**config.mk**
```make
export PLATFORM = sky130hd
export DESIGN_NAME = ldm_scan_ctrl
export DESIGN_NICKNAME = d
export VERILOG_FILES = /design/src/rtl/ldm_pkg.sv /design/src/rtl/ldm_frame_buf.sv /design/src/rtl/ldm_scan_ctrl.sv
export SDC_FILE = /design/constraint.sdc
export NUM_CORES = 1
export LEC_CHECK = 0
export CORE_MARGIN = 2
export CORE_UTILIZATION = 38
export DETAILED_ROUTE_END_ITERATION = 12
export PLACE_DENSITY_LB_ADDON = 0.08
export RECOVER_POWER = 50
export SYNTH_ARGS = -nofsm -noshare
export SYNTH_HDL_FRONTEND = slang
export SYNTH_HIERARCHICAL = 1
export SYNTH_SLANG_ARGS = --single-unit
```
**constraint.sdc**
```tcl
create_clock -name clk -period 3.92 [get_ports clk]
set_input_delay 0.392 -clock clk [delete_from_list [all_inputs] [get_ports clk]]
set_output_delay 0.392 -clock clk [all_outputs]
set_load 0.05 [all_outputs]
```
**src/rtl/ldm_pkg.sv**
```systemverilog
// ============================================================================
// Module   : ldm_pkg
// Brief    : Shared state encoding and row-slice helper for the LDM scan path.
// Revision : 1.0 - initial release
// ============================================================================
`default_nettype none

package ldm_pkg;

    typedef enum logic [1:0] {
        ST_IDLE  = 2'd0,
        ST_SHOW  = 2'd1,
        ST_BLANK = 2'd2
    } ldm_state_e;

    // First bit of a row inside a flattened bitmap (row r = [r*cols +: cols]).
    function automatic int row_base(input int row, input int cols);
        return row * cols;
    endfunction

endpackage

`default_nettype wire

```
**src/rtl/ldm_frame_buf.sv**
```systemverilog
// ============================================================================
// Module   : ldm_frame_buf
// Brief    : Front/back bitmap buffers with pending flag and frame-boundary swap.
// Revision : 1.0 - initial release
// ============================================================================
`default_nettype none

module ldm_frame_buf
    import ldm_pkg::*;
#(
    parameter int ROWS   = 16,
    parameter int COLS   = 16,
    parameter int ADDR_W = $clog2(ROWS)
) (
    input  logic                   clk,
    input  logic                   rst,
    input  logic [0:ROWS*COLS-1]   wr_data,
    input  logic                   wr_en,
    input  logic                   swap_req,
    input  logic [ADDR_W-1:0]      rd_addr,
    output logic [0:COLS-1]        rd_data,
    output logic                   pending
);

    logic [0:ROWS*COLS-1] buf0_q, buf0_d;
    logic [0:ROWS*COLS-1] buf1_q, buf1_d;
    logic                 front_sel_q, front_sel_d;
    logic                 pending_q, pending_d;
    logic                 w_swap;
    logic [0:ROWS*COLS-1] w_front_nxt;

    // Read-out and write target both follow the post-edge front selection, so a
    // swapping edge shows the old back contents and a same-edge strobe lands in
    // the buffer that has just become back.
    always_comb begin
        w_swap      = swap_req & pending_q;
        front_sel_d = front_sel_q ^ w_swap;
        pending_d   = wr_en | (pending_q & ~w_swap);
        buf0_d      = buf0_q;
        buf1_d      = buf1_q;
        if (wr_en) begin
            if (front_sel_d) buf0_d = wr_data;
            else             buf1_d = wr_data;
        end
        w_front_nxt = front_sel_d ? buf1_q : buf0_q;
        rd_data     = w_front_nxt[row_base(32'(rd_addr), COLS) +: COLS];
    end

    always_ff @(posedge clk) begin
        if (rst) begin
            buf0_q      <= '0;
            buf1_q      <= '0;
            front_sel_q <= 1'b0;
            pending_q   <= 1'b0;
        end else begin
            buf0_q      <= buf0_d;
            buf1_q      <= buf1_d;
            front_sel_q <= front_sel_d;
            pending_q   <= pending_d;
        end
    end

    assign pending = pending_q;

endmodule

`default_nettype wire

```
**src/rtl/ldm_scan_ctrl.sv**
```systemverilog
// ============================================================================
// Module   : ldm_scan_ctrl
// Brief    : Row-scan controller for the LED dot-matrix; tear-free frame swap.
//            Optional macro LDM_SCAN_BLANK_EN adds a blanking gap after each row.
// Revision : 1.0 - initial release
// ============================================================================
`default_nettype none

module ldm_scan_ctrl
    import ldm_pkg::*;
#(
    parameter int ROWS      = 16,
    parameter int COLS      = 16,
    parameter int ADDR_W    = $clog2(ROWS),
    parameter int DWELL     = 64,
    parameter int BLANK_CYC = 4
) (
    input  logic                 clk,
    input  logic                 rst,
    input  logic [0:ROWS*COLS-1] PIXEL_DATA,
    input  logic                 PIXEL_DATA_EN,
    output logic                 LDM_CLK,
    output logic                 LDM_ADDR_EN,
    output logic [ADDR_W-1:0]    LDM_ADDR,
    output logic [0:COLS-1]      LDM_LINE_DATA,
    output logic                 FRAME_START
);

    localparam int c_DW_W  = $clog2(DWELL);
    localparam int c_BL_W  = $clog2(BLANK_CYC + 1);
    localparam int c_CNT_W = (c_DW_W > c_BL_W) ? c_DW_W : c_BL_W;

    localparam logic [c_CNT_W-1:0] c_DWELL_LAST = c_CNT_W'(DWELL - 1);
    localparam logic [c_CNT_W-1:0] c_HALF       = c_CNT_W'(DWELL / 2);
    localparam logic [ADDR_W-1:0]  c_ROW_LAST   = ADDR_W'(ROWS - 1);
`ifdef LDM_SCAN_BLANK_EN
    localparam logic [c_CNT_W-1:0] c_BLANK_LAST = c_CNT_W'(BLANK_CYC - 1);
`endif

    ldm_state_e           state_q, state_d;
    logic [ADDR_W-1:0]    row_q, row_d;
    logic [c_CNT_W-1:0]   cnt_q, cnt_d;
    logic                 ldm_clk_q, ldm_clk_d;
    logic                 addr_en_q, addr_en_d;
    logic [ADDR_W-1:0]    addr_q, addr_d;
    logic [0:COLS-1]      line_q, line_d;
    logic                 frame_start_q, frame_start_d;

    logic [ADDR_W-1:0]    w_row_nxt;
    logic                 w_swap_req;
    logic                 w_pending;
    logic [0:COLS-1]      w_rd_data;

    ldm_frame_buf #(
        .ROWS   (ROWS),
        .COLS   (COLS),
        .ADDR_W (ADDR_W)
    ) u_frame_buf (
        .clk      (clk),
        .rst      (rst),
        .wr_data  (PIXEL_DATA),
        .wr_en    (PIXEL_DATA_EN),
        .swap_req (w_swap_req),
        .rd_addr  (row_d),
        .rd_data  (w_rd_data),
        .pending  (w_pending)
    );

    always_comb begin
        state_d    = state_q;
        row_d      = row_q;
        cnt_d      = cnt_q;
        w_swap_req = 1'b0;
        w_row_nxt  = (row_q == c_ROW_LAST) ? '0 : row_q + ADDR_W'(1);

        case (state_q)
            ST_IDLE: begin
                if (w_pending) begin
                    state_d    = ST_SHOW;
                    row_d      = '0;
                    cnt_d      = '0;
                    w_swap_req = 1'b1;
                end
            end
            ST_SHOW: begin
                if (cnt_q == c_DWELL_LAST) begin
                    cnt_d = '0;
`ifdef LDM_SCAN_BLANK_EN
                    state_d = ST_BLANK;
`else
                    row_d      = w_row_nxt;
                    w_swap_req = (w_row_nxt == '0);
`endif
                end else begin
                    cnt_d = cnt_q + c_CNT_W'(1);
                end
            end
`ifdef LDM_SCAN_BLANK_EN
            ST_BLANK: begin
                if (cnt_q == c_BLANK_LAST) begin
                    state_d    = ST_SHOW;
                    cnt_d      = '0;
                    row_d      = w_row_nxt;
                    w_swap_req = (w_row_nxt == '0);
                end else begin
                    cnt_d = cnt_q + c_CNT_W'(1);
                end
            end
`endif
            default: state_d = ST_IDLE;
        endcase

        // Outputs are registered from the next-state view so they line up with it.
        ldm_clk_d     = 1'b0;
        addr_en_d     = 1'b0;
        addr_d        = '0;
        line_d        = '0;
        frame_start_d = 1'b0;
        if (state_d == ST_SHOW) begin
            ldm_clk_d     = (cnt_d >= c_HALF);
            addr_en_d     = 1'b1;
            addr_d        = row_d;
            line_d        = w_rd_data;
            frame_start_d = (row_d == '0) && (cnt_d == '0);
        end else if (state_d == ST_BLANK) begin
            addr_d = row_d;
        end
    end

    always_ff @(posedge clk) begin
        if (rst) begin
            state_q       <= ST_IDLE;
            row_q         <= '0;
            cnt_q         <= '0;
            ldm_clk_q     <= 1'b0;
            addr_en_q     <= 1'b0;
            addr_q        <= '0;
            line_q        <= '0;
            frame_start_q <= 1'b0;
        end else begin
            state_q       <= state_d;
            row_q         <= row_d;
            cnt_q         <= cnt_d;
            ldm_clk_q     <= ldm_clk_d;
            addr_en_q     <= addr_en_d;
            addr_q        <= addr_d;
            line_q        <= line_d;
            frame_start_q <= frame_start_d;
        end
    end

    assign LDM_CLK       = ldm_clk_q;
    assign LDM_ADDR_EN   = addr_en_q;
    assign LDM_ADDR      = addr_q;
    assign LDM_LINE_DATA = line_q;
    assign FRAME_START   = frame_start_q;

endmodule

`default_nettype wire

```
==> results.txt <==
Final Worst Setup Slack: 75.52 ps
Root Buffer: clkbuf_16
Most common cell after layout, fill and taps aside: nand2_1
Clk sinks: 549
Commonest cells after routing, fill and taps aside: 1115 x nand2_1, 547 x dfxtp_1, 519 x a21oi_1, 257 x clkdlybuf4s50_1, 146 x nand3_1
Synthesis-stage register bit count: 549
Mapped Avg Cell Area: 7.511 um2
Hold Crit Class: input pin to register
Layout fillers: 6134
Worst Path Buf+Inv: 3
Hold Buf Count CTS: 0
Main synth FF type: dfxtp_1
Die Y: 257.3 um
Num ports: 282
Post-synth EDFFs: 0
Area delta synth->final: 24.26%
Fmax: 260.1 MHz
Relative slew slack: 15.38%
Clock Latency Late Sink: 650 ps
Max-cap check violation count: 0
RSZ-0062 raised after global routing: false
CP max stage cell: a32oi_1
Synth Warn #: 6
Pre-CTS WS: 97.46 ps
WS Path Type: register to register
CP Launch Type: register
Measured slew at the worst slew-check pin: 1269 ps
Crit path max-delay family: compound AO/OA/AOI/OAI gates
Routed WL: 95110 um
Fin. max-slew vios: 0
Grt ovf: 0
Net Count, Synth: 3507
Antenna viol nets, final: 0
Largest area contributor in the netlist: dfxtp_1
Synth async-reset ratio: 0%
Dominant cells by area after synthesis: dfxtp_1 45%, nand2_1 17%, a21oi_1 11%
Cell Chain, Critical Path: inv_1, o31ai_1, nand4b_1, a21oi_1, buf_4, a21boi_4, buf_12, a211oi_1, or3_1, a32oi_1, o211ai_1, and2_1
Starting density of the core: 38.57%
Residual DRC: 0
Net count, final: 3651
Drt first pass iters: 5
Outcome: completed
Ratio of final minimum period to clock period: 98.07%
CP max stage delay: 470 ps
# H-tree levels: 2
DP HPWL: 63170 um
Distinct cells, synth: 57
Post-route minimum period: 3844 ps
Vias per std cell: 5.575
GPL Wtd Cong: 0.8569
Synth top area share: 45.09%
Gate Count Post-Synth: 3245
Largest net degree at the start of global routing: 155
Peak VDD IR: 0.3475 mV
Row count: 92
Port Buffer Count: 281
Num CTS Buffers: 61
Worst path required time: 4440 ps
Worst-path clk slew: 60 ps
Lkg Pwr: 10.28 nW
Die area: 66180 um2
Via count: 23911
Pwr Total: 0.01340 W
Initial antenna violation count: 7
Fraction of layout cells with a size suffix above 1: 7.820%
CTS tree: done
Total GRT Usage: 27.64%
CTS Buffer Depth: 3
Total negative slack: 0 ps
First-pass GRT wire length: 141600 um
Register area share after synthesis: 45.09%
Routed wire per std cell: 22.17 um
# setup viols final: 0
Chip width: 257.3 um
Vias in the first global route: 22593
Initial DRC Count: 2252
Clock Skew: 22.09 ps
Post-Syn Area: 24370 um2
Core outline area: 63200 um2
Arrival @ worst endpoint: 4370 ps
Cell area power density: 442.6 nW/um2
CP Capture Type: register
CP max FO: 128
Endpoints failing hold: 0
## what timing repair did
item / in CTS / in global routing
buffers inserted: 0 / 0
resized for setup: 0 / 5
setup endpoints to repair: 0 / 7
## final cells by class
| class | count | area [um2] | share of cell area [%] |
|---|---|---|---|
| diodes | 3 | 7.507 | 0.02479 |
| clock buffers | 89 | 1792 | 5.916 |
| clock inverters | 25 | 330.3 | 1.091 |
| inverters | 6 | 22.52 | 0.07436 |
| multi-input cells | 2394 | 12160 | 40.16 |
| flip-flops and latches | 549 | 10990 | 36.30 |
| well taps | 846 | 1059 | 3.495 |
| repair buffers | 377 | 3919 | 12.94 |
## sequential cells by signal (all words and copies together) (netlist names)
| signal | flops |
|---|---|
| LDM_CLK | 1 |
| cnt_q | 6 |
| u_frame_buf/buf0_q | 256 |
| LDM_ADDR | 4 |
| row_q | 4 |
| state_q | 2 |
| u_frame_buf/buf1_q | 256 |
| FRAME_START | 1 |
| LDM_ADDR_EN | 1 |
| u_frame_buf/pending | 1 |
| LDM_LINE_DATA | 16 |
| u_frame_buf/front_sel_q | 1 |
## layer usage
metal  track usage [%]  share of wire, %
met1             38.26                44
met2             43.37                46
met3             4.245               6.7
met4             10.43               3.7
met5                 0             0.036
## per-stage QoR
| step | std cells | hold WS [ps] | cell area (um2) | utilization (%) |
|---|---|---|---|---|
| 2_1_floorplan | 3245 | 432.9 | 24370 | - |
| 3_3_place_gp | 4171 | 438.6 | 28210 | 44.64 |
| 4_1_cts | 4285 | 273.2 | 30330 | 48.00 |
| 5_1_grt | 4286 | 290.0 | 30280 | 47.91 |
| 3_5_place_dp | 4171 | 443.1 | 28210 | 44.64 |
| 6_report | 4289 | 266.8 | 30290 | 47.92 |
## final timing paths
check | start | endpoint | slack (ps) | depth (start not counted)
worst min register to register | u_frame_buf/buf1_q[63] | u_frame_buf/buf1_q[63] | 450 | 2
worst min-delay path | rst | u_frame_buf/buf1_q[189] | 270 | 2
worst max-delay path | row_q[2] | LDM_LINE_DATA[1] | 80 | 12
worst max register to register | row_q[2] | LDM_LINE_DATA[1] | 80 | 12
## report_power, final
group | switching [W] | leakage [nW] | total [W] | internal, W
logic | 0.000801 | 4.76 | 0.00135 | 0.000548
registers | 0.000133 | 4.48 | 0.00596 | 0.00583
clock network | 0.00247 | 1.05 | 0.00610 | 0.00362
## cells in the mapped netlist (all sizes together) (2+ instances only)
master      n
o211ai     20
a31oi      33
nand2b     84
o2111ai    16
or3        17
nand4b     17
o21ai     102
a211oi     66
nor2b       9
inv         6
or4         3
nor3        2
a22o       18
a21oi     520
nor4       16
nand3     147
dfxtp     549
and2       19
xnor2       3
nand4      18
ha          3
a32oi      16
buf       123
or2        18
nand2    1118
nor2       31
a22oi      36
clkbuf    173
mux4       32
o21a       16
## logic make-up after synthesis
family                     after synthesis  synth area share (%)
AOI/OAI and AO/OA                      851                 20.07
xor gates and xnor gates                 3                0.1078
adders and majority gates                3                0.1540
buffers and inverters                  302                 5.216
DFF                                    549                 45.09
muxes                                   33                 2.998
other                                    1               0.01539
and+or+nand+nor                       1503                 26.34
## worst reg2reg max path: cells and delay by family, from the launching register on
kind	cells	cell delay (ps)
compound gates	6	1720
buf+inv	3	740
flops	1	460
simple gates	3	800
(Power assumes the default switching activity.)
